$ cat src/rtl/pampy_stack_pkg.sv
// Shared types for the pampy stack unit: command opcodes and controller states.
package pampy_stack_pkg;

    typedef enum logic [2:0] {
        OP_NOP   = 3'd0,
        OP_PUSH  = 3'd1,
        OP_POP   = 3'd2,
        OP_DUP   = 3'd3,
        OP_SWAP  = 3'd4,
        OP_BINOP = 3'd5,
        OP_OVER  = 3'd6,
        OP_CLEAR = 3'd7
    } op_e;

    typedef enum logic {
        ST_IDLE   = 1'b0,
        ST_REFILL = 1'b1
    } state_e;

endpackage

$ cat src/rtl/pampy_stack_if.sv
// Command/status bundle between a stack client (master) and the stack unit (slave).
interface pampy_stack_if #(
    parameter int DATA_WIDTH = 8,
    parameter int DEPTH      = 16
);
    localparam int PTR_WIDTH = $clog2(DEPTH) + 1;

    logic                  cmd_valid;
    logic                  cmd_ready;
    logic [2:0]            cmd_op;
    logic [DATA_WIDTH-1:0] cmd_data;
    logic [DATA_WIDTH-1:0] tos_out;
    logic [DATA_WIDTH-1:0] nos_out;
    logic [PTR_WIDTH-1:0]  depth_out;
    logic                  empty;
    logic                  full;
    logic                  err_overflow;
    logic                  err_underflow;
    logic                  err_clear;

    modport master (
        output cmd_valid, cmd_op, cmd_data, err_clear,
        input  cmd_ready, tos_out, nos_out, depth_out, empty, full,
               err_overflow, err_underflow
    );

    modport slave (
        input  cmd_valid, cmd_op, cmd_data, err_clear,
        output cmd_ready, tos_out, nos_out, depth_out, empty, full,
               err_overflow, err_underflow
    );

endinterface

$ cat src/rtl/pampy_stack_ram.sv
// Backing store for stack elements below NOS; synchronous write, registered read.
module pampy_stack_ram #(
    parameter int DATA_WIDTH = 8,
    parameter int DEPTH      = 16,
    parameter int ADDR_WIDTH = $clog2(DEPTH - 2)
) (
    input  logic                  clk,
    input  logic                  we,
    input  logic [ADDR_WIDTH-1:0] waddr,
    input  logic [DATA_WIDTH-1:0] wdata,
    input  logic                  re,
    input  logic [ADDR_WIDTH-1:0] raddr,
    output logic [DATA_WIDTH-1:0] rdata
);

    logic [DATA_WIDTH-1:0] mem_q [DEPTH-2];
    logic [DATA_WIDTH-1:0] rdata_q;

    // Contents are deliberately left unreset; the controller never reads a slot it has not written.
    always_ff @(posedge clk) begin
        if (we) begin
            mem_q[waddr] <= wdata;
        end
        if (re) begin
            rdata_q <= mem_q[raddr];
        end
    end

    assign rdata = rdata_q;

endmodule

$ cat src/rtl/pampy_stack_unit.sv
// Hardware stack with TOS/NOS in registers and deeper elements spilled to RAM.
//   state     | meaning
//   ST_IDLE   | accepting commands, cmd_ready high
//   ST_REFILL | one cycle reloading NOS from RAM after a POP/BINOP
module pampy_stack_unit
    import pampy_stack_pkg::*;
#(
    parameter int DATA_WIDTH = 8,
    parameter int DEPTH      = 16
) (
    input  logic          clk,
    input  logic          reset,
    pampy_stack_if.slave  bus
);

    localparam int PTR_WIDTH = $clog2(DEPTH) + 1;
    localparam int RAM_AW    = $clog2(DEPTH - 2);

    typedef logic [PTR_WIDTH-1:0]  ptr_t;
    typedef logic [DATA_WIDTH-1:0] data_t;

    localparam ptr_t DEPTH_MAX = ptr_t'(DEPTH);
    localparam ptr_t ONE       = ptr_t'(1);
    localparam ptr_t TWO       = ptr_t'(2);
    localparam ptr_t THREE     = ptr_t'(3);

    state_e state_q, state_d;
    ptr_t   depth_q, depth_d;
    data_t  tos_q, tos_d;
    data_t  nos_q, nos_d;
    logic   ovf_q, ovf_d;
    logic   unf_q, unf_d;

    op_e    op;
    logic   accept;
    logic   ovf_set, unf_set;
    logic   push_en, pop_en;
    data_t  push_data;

    logic              ram_we, ram_re;
    logic [RAM_AW-1:0] ram_waddr, ram_raddr;
    data_t             ram_wdata, ram_rdata;

    assign op     = op_e'(bus.cmd_op);
    assign accept = bus.cmd_valid && (state_q == ST_IDLE);

    always_comb begin
        state_d   = state_q;
        depth_d   = depth_q;
        tos_d     = tos_q;
        nos_d     = nos_q;
        ovf_set   = 1'b0;
        unf_set   = 1'b0;
        push_en   = 1'b0;
        pop_en    = 1'b0;
        push_data = bus.cmd_data;
        ram_we    = 1'b0;
        ram_re    = 1'b0;
        ram_waddr = RAM_AW'(depth_q - TWO);
        ram_raddr = RAM_AW'(depth_q - THREE);
        ram_wdata = nos_q;

        if (state_q == ST_REFILL) begin
            nos_d   = ram_rdata;
            state_d = ST_IDLE;
        end else if (accept) begin
            case (op)
                OP_PUSH: begin
                    if (depth_q == DEPTH_MAX) ovf_set = 1'b1;
                    else                      push_en = 1'b1;
                end
                OP_DUP: begin
                    push_data = tos_q;
                    if (depth_q == '0)             unf_set = 1'b1;
                    else if (depth_q == DEPTH_MAX) ovf_set = 1'b1;
                    else                           push_en = 1'b1;
                end
                OP_OVER: begin
                    push_data = nos_q;
                    if (depth_q < TWO)             unf_set = 1'b1;
                    else if (depth_q == DEPTH_MAX) ovf_set = 1'b1;
                    else                           push_en = 1'b1;
                end
                OP_POP: begin
                    if (depth_q == '0) begin
                        unf_set = 1'b1;
                    end else begin
                        tos_d  = nos_q;
                        pop_en = 1'b1;
                    end
                end
                OP_BINOP: begin
                    if (depth_q < TWO) begin
                        unf_set = 1'b1;
                    end else begin
                        tos_d  = bus.cmd_data;
                        pop_en = 1'b1;
                    end
                end
                OP_SWAP: begin
                    if (depth_q < TWO) begin
                        unf_set = 1'b1;
                    end else begin
                        tos_d = nos_q;
                        nos_d = tos_q;
                    end
                end
                OP_CLEAR: depth_d = '0;
                default: ;
            endcase
        end

        if (push_en) begin
            ram_we  = (depth_q >= TWO);
            nos_d   = tos_q;
            tos_d   = push_data;
            depth_d = depth_q + ONE;
        end

        // NOS is left stale when nothing sits below it; the output mask hides it.
        if (pop_en) begin
            depth_d = depth_q - ONE;
            if (depth_q > TWO) begin
                ram_re  = 1'b1;
                state_d = ST_REFILL;
            end
        end

        ovf_d = (bus.err_clear ? 1'b0 : ovf_q) | ovf_set;
        unf_d = (bus.err_clear ? 1'b0 : unf_q) | unf_set;
    end

    always_ff @(posedge clk or negedge reset) begin
        if (!reset) begin
            state_q <= ST_IDLE;
            depth_q <= '0;
            tos_q   <= '0;
            nos_q   <= '0;
            ovf_q   <= 1'b0;
            unf_q   <= 1'b0;
        end else begin
            state_q <= state_d;
            depth_q <= depth_d;
            tos_q   <= tos_d;
            nos_q   <= nos_d;
            ovf_q   <= ovf_d;
            unf_q   <= unf_d;
        end
    end

    pampy_stack_ram #(
        .DATA_WIDTH (DATA_WIDTH),
        .DEPTH      (DEPTH)
    ) u_ram (
        .clk   (clk),
        .we    (ram_we),
        .waddr (ram_waddr),
        .wdata (ram_wdata),
        .re    (ram_re),
        .raddr (ram_raddr),
        .rdata (ram_rdata)
    );

    assign bus.cmd_ready     = (state_q == ST_IDLE);
    assign bus.tos_out       = (depth_q >= ONE) ? tos_q : '0;
    assign bus.nos_out       = (depth_q >= TWO) ? nos_q : '0;
    assign bus.depth_out     = depth_q;
    assign bus.empty         = (depth_q == '0);
    assign bus.full          = (depth_q == DEPTH_MAX);
    assign bus.err_overflow  = ovf_q;
    assign bus.err_underflow = unf_q;

endmodule

$ cat src/flat_wrapper.sv
// flat-port wrapper written by rule: the top's interface ports become plain ports
module pampy_stack_unit_flat import pampy_stack_pkg::*;
#(
    parameter int DATA_WIDTH = 8,
    parameter int DEPTH      = 16
)
  (clk, reset, bus_cmd_valid, bus_cmd_op, bus_cmd_data, bus_err_clear, bus_cmd_ready, bus_tos_out, bus_nos_out, bus_depth_out, bus_empty, bus_full, bus_err_overflow, bus_err_underflow);
  pampy_stack_if #(.DATA_WIDTH(DATA_WIDTH), .DEPTH(DEPTH)) bus_i ();
  input  logic clk;
  input  logic reset;
  input wire logic [$bits(bus_i.cmd_valid)-1:0] bus_cmd_valid;
  input wire logic [$bits(bus_i.cmd_op)-1:0] bus_cmd_op;
  input wire logic [$bits(bus_i.cmd_data)-1:0] bus_cmd_data;
  input wire logic [$bits(bus_i.err_clear)-1:0] bus_err_clear;
  output wire logic [$bits(bus_i.cmd_ready)-1:0] bus_cmd_ready;
  output wire logic [$bits(bus_i.tos_out)-1:0] bus_tos_out;
  output wire logic [$bits(bus_i.nos_out)-1:0] bus_nos_out;
  output wire logic [$bits(bus_i.depth_out)-1:0] bus_depth_out;
  output wire logic [$bits(bus_i.empty)-1:0] bus_empty;
  output wire logic [$bits(bus_i.full)-1:0] bus_full;
  output wire logic [$bits(bus_i.err_overflow)-1:0] bus_err_overflow;
  output wire logic [$bits(bus_i.err_underflow)-1:0] bus_err_underflow;
  assign bus_i.cmd_valid = bus_cmd_valid;
  assign bus_i.cmd_op = bus_cmd_op;
  assign bus_i.cmd_data = bus_cmd_data;
  assign bus_i.err_clear = bus_err_clear;
  assign bus_cmd_ready = bus_i.cmd_ready;
  assign bus_tos_out = bus_i.tos_out;
  assign bus_nos_out = bus_i.nos_out;
  assign bus_depth_out = bus_i.depth_out;
  assign bus_empty = bus_i.empty;
  assign bus_full = bus_i.full;
  assign bus_err_overflow = bus_i.err_overflow;
  assign bus_err_underflow = bus_i.err_underflow;
  pampy_stack_unit #(.DATA_WIDTH(DATA_WIDTH), .DEPTH(DEPTH)) u_core (.clk(clk), .reset(reset), .bus(bus_i));
endmodule
$ cat config.mk
export PLATFORM = sky130hd
export DESIGN_NAME = pampy_stack_unit_flat
export DESIGN_NICKNAME = d
export VERILOG_FILES = /design/src/rtl/pampy_stack_pkg.sv /design/src/rtl/pampy_stack_if.sv /design/src/rtl/pampy_stack_ram.sv /design/src/rtl/pampy_stack_unit.sv /design/src/flat_wrapper.sv
export SDC_FILE = /design/constraint.sdc
export NUM_CORES = 1
export LEC_CHECK = 0
export CORE_ASPECT_RATIO = 2
export CORE_UTILIZATION = 45
export DETAILED_ROUTE_END_ITERATION = 7
export HOLD_SLACK_MARGIN = 0.08
export SKIP_CTS_REPAIR_TIMING = 1
export SLEW_MARGIN = 25
export SYNTH_ARGS = -nofsm -noshare
export SYNTH_HDL_FRONTEND = slang
export SYNTH_HIERARCHICAL = 1
export SYNTH_SLANG_ARGS = --single-unit
$ cat constraint.sdc
create_clock -name clk -period 5.21 [get_ports clk]
set_clock_uncertainty 0.1 [all_clocks]
set_input_delay 1.042 -clock clk [delete_from_list [all_inputs] [get_ports clk]]
set_output_delay 1.042 -clock clk [all_outputs]
set_load 0.02 [all_outputs]
==> Word-level counts from Yosys, hierarchy flattened <==
Memories as Yosys holds them, arrays and structs flattened. A register that Yosys moved wholly into a read port is not among the register bits.
Index checks and enable logic that the tools add are counted.
{ "word_totals": {"register_bits": 24, "mem_bits_rw": 112, "inputBits": 15, "elab_cells": 97, "n_memories": 1} }
{ "classes": {"add_sub_neg": 4, "magnitude_cmp": 4, "n_eq_ne": 15, "mux": 51, "bitwise": 3, "reduce_logical": 13} }
{ "memory_table": {"columns": ["name", "words", "width", "read_ports", "rd_ports_with_merged_regs", "wr", "line", "text"], "rows": [
  ["u_core.u_ram.mem_q", 14, 8, 1, 1, 1, "pampy_stack_ram.sv:16", "logic [DATA_WIDTH-1:0] mem_q [DEPTH-2];"]
]} }
{ "ops": {"columns": ["cell", "n"], "rows": [
  ["8-bit 2-to-1 mux", 15],
  ["1-bit 2-to-1 mux", 25],
  ["5-bit 2-to-1 mux", 5],
  ["8-bit one-hot mux with 3 select lines", 1],
  ["8-bit one-hot mux with 2 select lines", 1],
  ["3-bit == test, second input constant", 4],
  ["3-bit nonzero test", 4],
  ["3-bit by 2-bit != test with 1-bit output, second input constant", 3],
  ["4-bit by 2-bit subtractor with 4-bit output, second input constant", 2],
  ["7-bit AND reduction", 1],
  ["3-bit by 2-bit == test with 1-bit output, second input constant", 2],
  ["1-bit one-hot mux with 3 select lines", 2],
  ["3-bit AND reduction", 2],
  ["5-bit by 1-bit adder with 5-bit output, second input constant", 1],
  ["5-bit == test, second input constant", 1],
  ["5-bit by 1-bit greater-or-equal comparator with 1-bit output, second input constant", 1],
  ["5-bit by 2-bit greater-or-equal comparator with 1-bit output, second input constant", 1],
  ["5-bit by 2-bit greater-than comparator with 1-bit output, second input constant", 1],
  ["5-bit logical NOT", 1],
  ["5-bit by 2-bit < comparator with 1-bit output, second input constant", 1],
  ["5-bit by 1-bit subtractor with 5-bit output, second input constant", 1],
  ["4-bit by 3-bit != test with 1-bit output, second input constant", 1],
  ["1-bit one-hot mux with 2 select lines", 2],
  ["4-bit nonzero test", 1],
  ["other kinds (10)", 11]
]} }

==> Depth between registers and ports, before layout <==
Gate-level depths: netlist of run 1.
{ "depth": {"ltp_word": 9, "mapped_depth": 10} }

==> Hierarchy <==
Netlist of run 1, hierarchy kept.
{ "by_module_without_submodules": {"columns": ["module", "instances", "cells_each", "area_per_inst_um2"], "rows": [
  ["pampy_stack_ram", 1, 210, 4687.0],
  ["pampy_stack_unit", 1, 166, 1742.9]
]} }

==> Worst setup path before layout of run 1 <==
OpenSTA, ideal clock, no wires.
{ "synth_path": {"path_type": "input to register", "start": "input bus_cmd_op[0]", "end": "memory u_core.u_ram.mem_q[0][0] (enable)", "arrival_ns": 3.110, "required_time_ns": 4.727, "path_slack_ns": 1.617, "stages": 6, "n_path_buf": 1, "cell_sequence": "clkbuf_1 nand2b_1 o32a_1 nor4_1 or3b_2 nor3_1"} }
{ "synth_via": {"elab_chain_cells": 7} }
{ "synth_lines": {"columns": ["element", "line", "text"], "rows": [
  ["start: declaration", "flat_wrapper.sv:12", "input wire logic [$bits(bus_i.cmd_op)-1:0] bus_cmd_op;"],
  ["3-bit == test, or another cell as far along", "pampy_stack_unit.sv:67", "case (op)"],
  ["1-bit one-hot mux with 3 select lines (*)", "pampy_stack_unit.sv:67", null],
  ["1-bit 2-to-1 mux (*)", "pampy_stack_unit.sv:66", "end else if (accept) begin"],
  ["1-bit 2-to-1 mux (*)", "pampy_stack_unit.sv:63", "if (state_q == ST_REFILL) begin"],
  ["1-bit 2-to-1 mux (*)", "pampy_stack_unit.sv:113", "if (push_en) begin"],
  ["via u_core.ram_we", "pampy_stack_unit.sv:40", "logic ram_we, ram_re;"],
  ["1-bit 2-to-1 mux (*)", "pampy_stack_ram.sv:21", "if (we) begin"],
  ["1-bit 2-to-1 mux (not written as such) (*)", "pampy_stack_ram.sv:22", "mem_q[waddr] <= wdata;"],
  ["end: declaration", "pampy_stack_ram.sv:16", null]
]} }
The timed path passes the listed nets; every way through them passes the cells marked *.

==> Worst setup path in the final report of run 1 <==
{ "layout_path": {"start": "register u_core.depth_q[1] (netlist: u_core/bus.depth_out[1])", "end": "output bus_nos_out[6]"} }
{ "layout_via": {"elab_chain_cells": 2} }
{ "layout_lines": {"columns": ["element", "line", "text"], "rows": [
  ["start: declaration", "pampy_stack_unit.sv:28", "ptr_t depth_q, depth_d;"],
  ["start signal: assignment", "pampy_stack_unit.sv:143", "depth_q <= depth_d;"],
  ["5-bit by 2-bit greater-or-equal comparator with 1-bit output", "pampy_stack_unit.sv:166", "assign bus.nos_out = (depth_q >= TWO) ? nos_q : '0;"],
  ["8-bit 2-to-1 mux", "pampy_stack_unit.sv:166", null],
  ["end: declaration", "flat_wrapper.sv:17", "output wire logic [$bits(bus_i.nos_out)-1:0] bus_nos_out;"]
]} }
Every way passes these cells.

==> results of run 1 <==
## synth_stat cells, types with 3 or more instances
master	number
sky130_fd_sc_hd__a21oi_1	11
sky130_fd_sc_hd__and2_1	9
sky130_fd_sc_hd__buf_2	11
sky130_fd_sc_hd__buf_6	4
sky130_fd_sc_hd__clkbuf_1	4
sky130_fd_sc_hd__dfrtp_1	24
sky130_fd_sc_hd__edfxtp_1	120
sky130_fd_sc_hd__ha_1	9
sky130_fd_sc_hd__inv_1	7
sky130_fd_sc_hd__mux2_1	16
sky130_fd_sc_hd__mux2_2	24
sky130_fd_sc_hd__mux2i_1	11
sky130_fd_sc_hd__mux4_1	23
sky130_fd_sc_hd__nand2_1	10
sky130_fd_sc_hd__nand2b_1	7
sky130_fd_sc_hd__nand3b_1	3
sky130_fd_sc_hd__nor2_1	14
sky130_fd_sc_hd__nor2b_1	9
sky130_fd_sc_hd__nor3_1	9
sky130_fd_sc_hd__o22ai_1	8
## final cells by class
cell class / count / area share, %
Inverter: 7 / 0.347
Clock buffer: 17 / 5.63
Multi-Input combinational cell: 203 / 27.2
Timing Repair Buffer: 48 / 6.09
Sequential cell: 144 / 55.6
Tap cell: 189 / 3.13
Clock inverter: 15 / 2.00
## kinds of logic after synthesis
kind of cell | share of synthesized area [%]
flops | 65.4
buf+inv | 2.65
xor+xnor | 0.409
compound gates | 4.53
mux | 18.5
simple gates | 6.81
fa+ha+maj | 1.75
## sequential cells by signal, summed over array words and instances (netlist names)
name / cells
u_core/bus.err_underflow: 1
u_core/u_ram/rdata: 8
u_core/nos_q: 8
u_core/bus.depth_out: 5
u_core/bus.err_overflow: 1
u_core/u_ram/mem_q: 112
u_core/tos_q: 8
u_core/state_q: 1
## per-stage QoR
stage	instances	power [mW]	setup slack, ns	area, um2
finish	623	4.67	0.860	7560
global route	623	4.88	0.684	7560
global placement	591	3.50	1.04	6980
CTS	623	4.70	0.866	7560
floorplan	376	2.89	1.62	6430
detailed placement	591	3.52	0.872	6980
## power by group
part           switching, mW  internal [mW]
Sequential             0.281           1.55
Combinational          0.896          0.769
Clock                  0.496          0.672
Total                   1.67           2.99
## per-layer routing
layer  up-vias  share of wire (%)
li1       1583                  -
met2        78                 56
met1      1725                 39
met5         -                  0
met3        21                2.2
met4         0                3.3
## final timing paths
path                                            end  slack, ns  cells past startpoint
setup / recovery                     bus_nos_out[6]       0.86                      6
hold / removal              u_core/bus.err_overflow       0.41                      1
setup reg to reg           u_core/u_ram/mem_q[1][6]       1.26                      7
hold reg to reg             u_core/bus.err_overflow       0.41                      1
max in group asynchronous   u_core/bus.err_overflow       3.86                      2
min in group asynchronous           u_core/tos_q[5]       0.89                      2
==> flow_results.org, run 1 <==
** Run status
- The flow ran to the end, and the final reports show no timing, DRC or antenna violations.

** Synthesis
- The biggest area contributor in the post-synthesis netlist is sky130_fd_sc_hd__edfxtp_1.
- Post-Syn Instances :: 376
- Average instance area after synthesis :: 17.1 um2
- Dominant synthesized flop cell :: sky130_fd_sc_hd__edfxtp_1
- Area share of the largest cell type after synthesis :: 56.0%
- In this run, distinct cell masters in the synthesized netlist total 54.
- Post-Synthesis Net Count :: 400
- Warning count from the yosys run :: 6
- The synthesized netlist occupies a cell area of 6430 um2.
- Counting flops with a built-in enable in the synthesized netlist gives 120.
- After synthesis the netlist holds a flip-flop and latch count of 144.
- Of all flip-flops after synthesis, the portion carrying an async set or reset was 16.7%.
- Fraction of the yosys area taken by sequential cells :: 65.4%
- Ranked by total cell area, the synthesized netlist is headed by sky130_fd_sc_hd__edfxtp_1 (56%), sky130_fd_sc_hd__mux4_1 (9.4%), sky130_fd_sc_hd__dfrtp_1 (9.3%).

** Detailed routing
- In this run the remaining antenna-violating nets after routing total 0.
- The routed design has 13300 um of wire.
- Before antenna repair, the detailed router went through 4 iterations.
- Average vias per placed instance :: 5.47
- Initial drt markers :: 213
- After detailed routing, the number of remaining DRC violations is 0.
- Dividing the detail-routed wire length by the instance count gives 21.3 um.
- Vias post-DR :: 3407

** Finish
- 0 antenna diodes ended up in the layout.
- Counting the fill cells in the layout gives 1156.
- The top cell types in the final layout, fill and taps aside, are sky130_fd_sc_hd__edfxtp_1 (120), sky130_fd_sc_hd__clkdlybuf4s50_1 (40), sky130_fd_sc_hd__mux2_2 (24), sky130_fd_sc_hd__dfrtp_1 (24), sky130_fd_sc_hd__mux4_1 (23).
- Cells fill 54.4% of the core in the end.
- The multi-input combinational cells in the finished layout cover a total of 2060 um2.
- In the final layout, flip-flops and latches occupy 4200 um2.
- In the final layout, the share of cells above drive strength 1 is 17.5%.
- Number of nets in the final layout :: 445
- Leaving out fill and tap cells, the most frequent cell in the layout is sky130_fd_sc_hd__edfxtp_1.
- Relative to the synthesized area, the layout overhead comes to 17.6%.

** STA
- The final number of hold-violating endpoints is 0.
- For the final routed database, the setup TNS stands at 0 ns.
- Endpoints failing setup :: 0
- After layout, the minimum clock period comes to 4.35 ns.
- The max-slew violation total from the final report was 0.
- Worst Hold Margin :: 0.406 ns
- Tightest Pin Transition :: 0.832 ns
- Setup repair after global routing left no endpoint under its margin.
- In this run the tightest slew margin relative to its limit is 44.1%.
- Final period util :: 83.5%
- Achievable Freq :: 0.230 GHz

** Clock tree
- The clock reaches the later pin of the worst-skew pair after 0.41 ns.
- For this design, the sink count on the clock tree is 144.
- No sink is reached through more buffers than the 2 on the longest clock path.
- Total clock buffers created by CTS :: 17
- The tree is rooted in a sky130_fd_sc_hd__clkbuf_16.
- TritonCTS built the clock tree.
- The H-tree was split into 4 levels.
- Clock Pin Slew Worst Setup and Hold Paths :: 0.06 ns

** Critical path
- In this run the worst path has a maximum fanout of 12.
- Worst-path cell with the longest stage delay :: sky130_fd_sc_hd__clkdlybuf4s50_1
- Walking the worst path, the cells encountered are inv_1 -> ha_1 -> or3b_1 -> a21oi_1 -> nor2b_1 -> clkdlybuf4s50_1.
- Cell family contributing the most delay on the critical path :: buffers and inverters
- Slowest stage delay, CP :: 0.57 ns
- Arrival time at the worst endpoint :: 3.21 ns
- Worst endpoint required time :: 4.07 ns
- Source of the critical timing path :: u_core/bus.depth_out[1]
- The worst setup path is launched from a flip-flop.
- Counting both buffers and inverters, the worst setup path holds a total of 2.
- Kind of critical path :: flip-flop to output port
- The startpoint identified for the worst register-to-register timing path is u_core/bus.depth_out[0].
- Crit path capture type :: output port

** Global routing
- Met2 capacity usage during global routing :: 35.9%
- After global routing, the most crowded layer is met2.
- First-pass GRT wire length :: 20400 um
- Global routing used 21.1% of the available met1 tracks.
- The initial antenna violation count came to 0.
- Met3 GRT Util :: 3.57%
- Global routing finished with a remaining overflow of 0.
- For this run, the total global-route usage over all layers was measured as 19.5%.
- Entering global routing, the biggest net connects 36 pins.
- The number of global-route vias before repair is 3496.

** Power and ir drop
- Power Dens Cells :: 617 nW/um2
- IR analysis of the VDD net gives a maximum drop of 0.000330 V.
- Total leakage power :: 2.69 nW

** Placed design
- Gpl congestion :: 0.876
- Buffers added on ports :: 40
- Half-perimeter wire length after detailed placement :: 9230 um

** Floorplanning
- Number of top-level pins :: 41
- Placeable Area :: 13900 um2
- Die outline area :: 14800 um2
- The floorplan has 61 rows.
- The die is 171 um tall.
- Die Wd :: 86.5 um
- Initial Utilization :: 46.3%

** Min path
- Start point of the worst min-delay path :: u_core/bus.err_overflow
- The min-delay analysis places its worst path in the category flip-flop to flip-flop.

** Job
- Count of max-cap constraint violations :: 0
Power figures use the tool's default switching activity.
==> inputs of run 2 (changes only) <==
Settings changed: PLACE_DENSITY from default to 0.66.
Clock period 5.21 ns to 3.75 ns, I/O delays scaled along.
==> flow_results.org, run 2 (synthesis gave the netlist of run 1 again) <==
** Run status
- Status: complete, no violations (unchanged).

** Finish
- The antenna cell count came to 0 (unchanged).
- The total area of sequential cells came to 4210 um2 (was 4200 um2).
- Max reg flops :: 112 (unchanged)
- Multi-input logic area :: 2070 um2 (was 2060 um2)
- The number of nets in the layout is 465 (was 445).
- Most common cell after layout, fill and taps aside :: sky130_fd_sc_hd__edfxtp_1 (unchanged)
- Largest register by flop count :: u_core/u_ram/mem_q (unchanged)
- Proportion of layout cells with a drive suffix above 1 :: 22.2% (was 17.5%)
- Commonest cells after routing, fill and taps aside :: sky130_fd_sc_hd__edfxtp_1 (120), sky130_fd_sc_hd__clkdlybuf4s50_1 (34), sky130_fd_sc_hd__buf_4 (28) (was sky130_fd_sc_hd__edfxtp_1 (120), sky130_fd_sc_hd__clkdlybuf4s50_1 (40), sky130_fd_sc_hd__mux2_2 (24), sky130_fd_sc_hd__dfrtp_1 (24), sky130_fd_sc_hd__mux4_1 (23))
- The total of fill cells in the finished design came to 1124 (was 1156).
- Area added between synthesis and finish :: 20.1% (was 17.6%)

** Job
- Count of max-cap constraint violations :: 0 (unchanged)

** Critical path
- The largest driver fanout on the critical path came to 8 (was 12).
- The critical setup path kind is flip-flop to output port (unchanged).
- Startpoint Class :: flip-flop (unchanged)
- The critical path capture point type is an output port (unchanged).
- Worst endpoint required time :: 2.90 ns (was 4.07 ns)
- Arrival time at the worst endpoint :: 2.80 ns (was 3.21 ns)

** Floorplanning
- The total number of placement rows was 61 (unchanged).
- Number of top-level pins :: 41 (unchanged)
- The effective utilization at floorplan came to 46.3% (unchanged).
- Die Wd :: 86.5 um (unchanged)
- The vertical die dimension was 171 um (unchanged).
- The die area is 14800 um2 (unchanged).
- The placeable core region is 13900 um2 (unchanged).

** STA
- Based on the critical path, the design can be clocked at up to 0.274 GHz.
- Worst-case headroom to the max-slew limit :: 53.6% (was 44.1%)
- Final worst-path setup slack :: 0.104 ns (was 0.860 ns)
- Endpoints failing setup :: 0 (unchanged)
- The max-slew violation total from the final report is 0 (unchanged).
- Minimum clock period after layout :: 3.65 ns
- Setup repair after global routing missed its margin :: false (unchanged)
- Tightest Pin Transition :: 0.696 ns (was 0.832 ns)
- Number of hold violations in the final report :: 0 (unchanged)
- Summed negative setup slack over all endpoints :: 0 ns (unchanged)
- Final period util :: 97.2%

** Power and ir drop
- Max IR drop VDD :: 0.000665 V (was 0.000330 V)
- The leakage power of the design was 2.86 nW (was 2.69 nW).
- Power Dens Cells :: 852 nW/um2 (was 617 nW/um2)

** Clock tree
- Clock Pin Slew Worst Setup and Hold Paths :: 0.07 ns (was 0.06 ns)
- Clock latency on the worst-skew pair :: 0.42 ns (was 0.41 ns)
- CTS Root Cell :: sky130_fd_sc_hd__clkbuf_16 (unchanged)
- Max Root-Sink Buffers :: 2 (unchanged)
- The number of levels in the clock H-tree is 4 (unchanged).
- Clock tree from TritonCTS :: done (unchanged)
- Clock sink count :: 144 (unchanged)
- Total clock buffers created by CTS :: 17 (unchanged)

** Detailed routing
- The amount of wire on met3 after detailed routing is 369 um (was 292 um).
- The average via count per standard cell came to 5.50 (was 5.47).
- The remaining antenna violation count after routing was 0 (unchanged).
- The DRC violation total after the first TritonRoute iteration is 224 (was 213).
- First-pass iteration count of the detailed router :: 5 (was 4)
- Vias post-DR :: 3536 (was 3407)
- Uppermost layer routed :: met4 (unchanged)
- The total detailed-routing wirelength came to 13900 um (was 13300 um).
- The detailed-route wire length on metal 1 is 5150 um (was 5120 um).
- The average detailed-routed wire length per instance is 21.6 um (was 21.3 um).
- Drc violations :: 0 (unchanged)
- Met2 Wirelength :: 7800 um (was 7440 um)

** Placed design
- The worst slack after detailed placement was 0.292 ns (was 0.872 ns).
- Gpl congestion :: 0.837 (was 0.876)
- Buffers added on ports :: 40 (unchanged)
- The estimated wirelength of the detail-placed design came to 9600 um (was 9230 um).

** Global routing
- Initial antenna violation count :: 0 (unchanged)
- Pin count of the biggest net entering global routing :: 35 (was 36)
- The overall track demand over capacity in global routing was 20.5% (was 19.5%).
- The number of global-route vias before repair was 3781 (was 3496).
- The final global-route overflow total was 0 (unchanged).
- First-pass GRT wire length :: 21500 um (was 20400 um)

** Min path
- The class of the most critical hold timing path is flip-flop to flip-flop (unchanged).
run 2: changes by cell type in the layout (fill, tap and decap cells not counted), sizes merged:
cell / before / now
inv: 13 / 18
clkinv: 5 / 2
bufinv: 1 / 0
dlymetal6s2s: 0 / 6
clkdlybuf4s50: 40 / 34
clkinvlp: 3 / 2
buf: 8 / 28
run 2: cell type report:
class | count | share of cell area, %
clock buffer | 17 | 5.51
tap | 189 | 3.06
clock inverter | 15 | 1.78
inverter | 7 | 0.340
sequential | 144 | 54.5
multi-input combinational | 203 | 26.7
timing repair buffer | 68 | 8.10
run 2: per-layer routing:
layer  track usage (%)  vias to the layer above
met5                 0                        -
met4              11.4                        0
met3              3.71                       34
met2              38.2                       83
met1              21.1                     1801
li1                  -                     1618
run 2: worst max-delay path: stages, from the launching register on:
cell	delay (ns)
sky130_fd_sc_hd__dfrtp_2	0.46
sky130_fd_sc_hd__inv_1	0.10
sky130_fd_sc_hd__ha_1	0.23
sky130_fd_sc_hd__or3b_4	0.44
sky130_fd_sc_hd__a221o_2	0.42
sky130_fd_sc_hd__and2_1	0.19
sky130_fd_sc_hd__clkdlybuf4s50_1	0.53
run 2: path summary, 6_finish.rpt:
check | from | to | slack [ns] | cells past startpoint
worst min register to register | u_core/bus.err_overflow | u_core/bus.err_overflow | 0.40 | 1
max in group asynchronous | reset | u_core/bus.depth_out[1] | 2.66 | 2
worst min-delay path | u_core/bus.err_overflow | u_core/bus.err_overflow | 0.40 | 1
worst max register to register | u_core/bus.depth_out[1] | u_core/u_ram/mem_q[0][6] | 0.82 | 9
min in group asynchronous | reset | u_core/tos_q[0] | 0.61 | 2
worst max-delay path | u_core/bus.depth_out[1] | bus_tos_out[3] | 0.10 | 6
run 2: stage by stage:
| step | area (um2) | hold slack (ns) | utilization (%) | cells | power (mW) |
|---|---|---|---|---|---|
| finish | 7720 | 0.401 | 55.6 | 643 | 6.58 |
| global route | 7720 | 0.425 | 55.6 | 643 | 6.87 |
| CTS | 7690 | 0.399 | 55.4 | 642 | 6.62 |
| detailed placement | 7130 | 0.378 | 51.3 | 610 | 4.98 |
| global placement | 7130 | 0.386 | 51.3 | 610 | 4.94 |
| floorplan | 6430 | 0.354 | - | 376 | 4.01 |
run 2: report_power, final:
group	switching (mW)	leakage (nW)	total, mW	internal (mW)
clock network	0.729	0.275	1.61	0.880
registers	0.280	1.38	2.44	2.16
logic	1.39	1.21	2.53	1.14
total	2.40	2.86	6.58	4.18
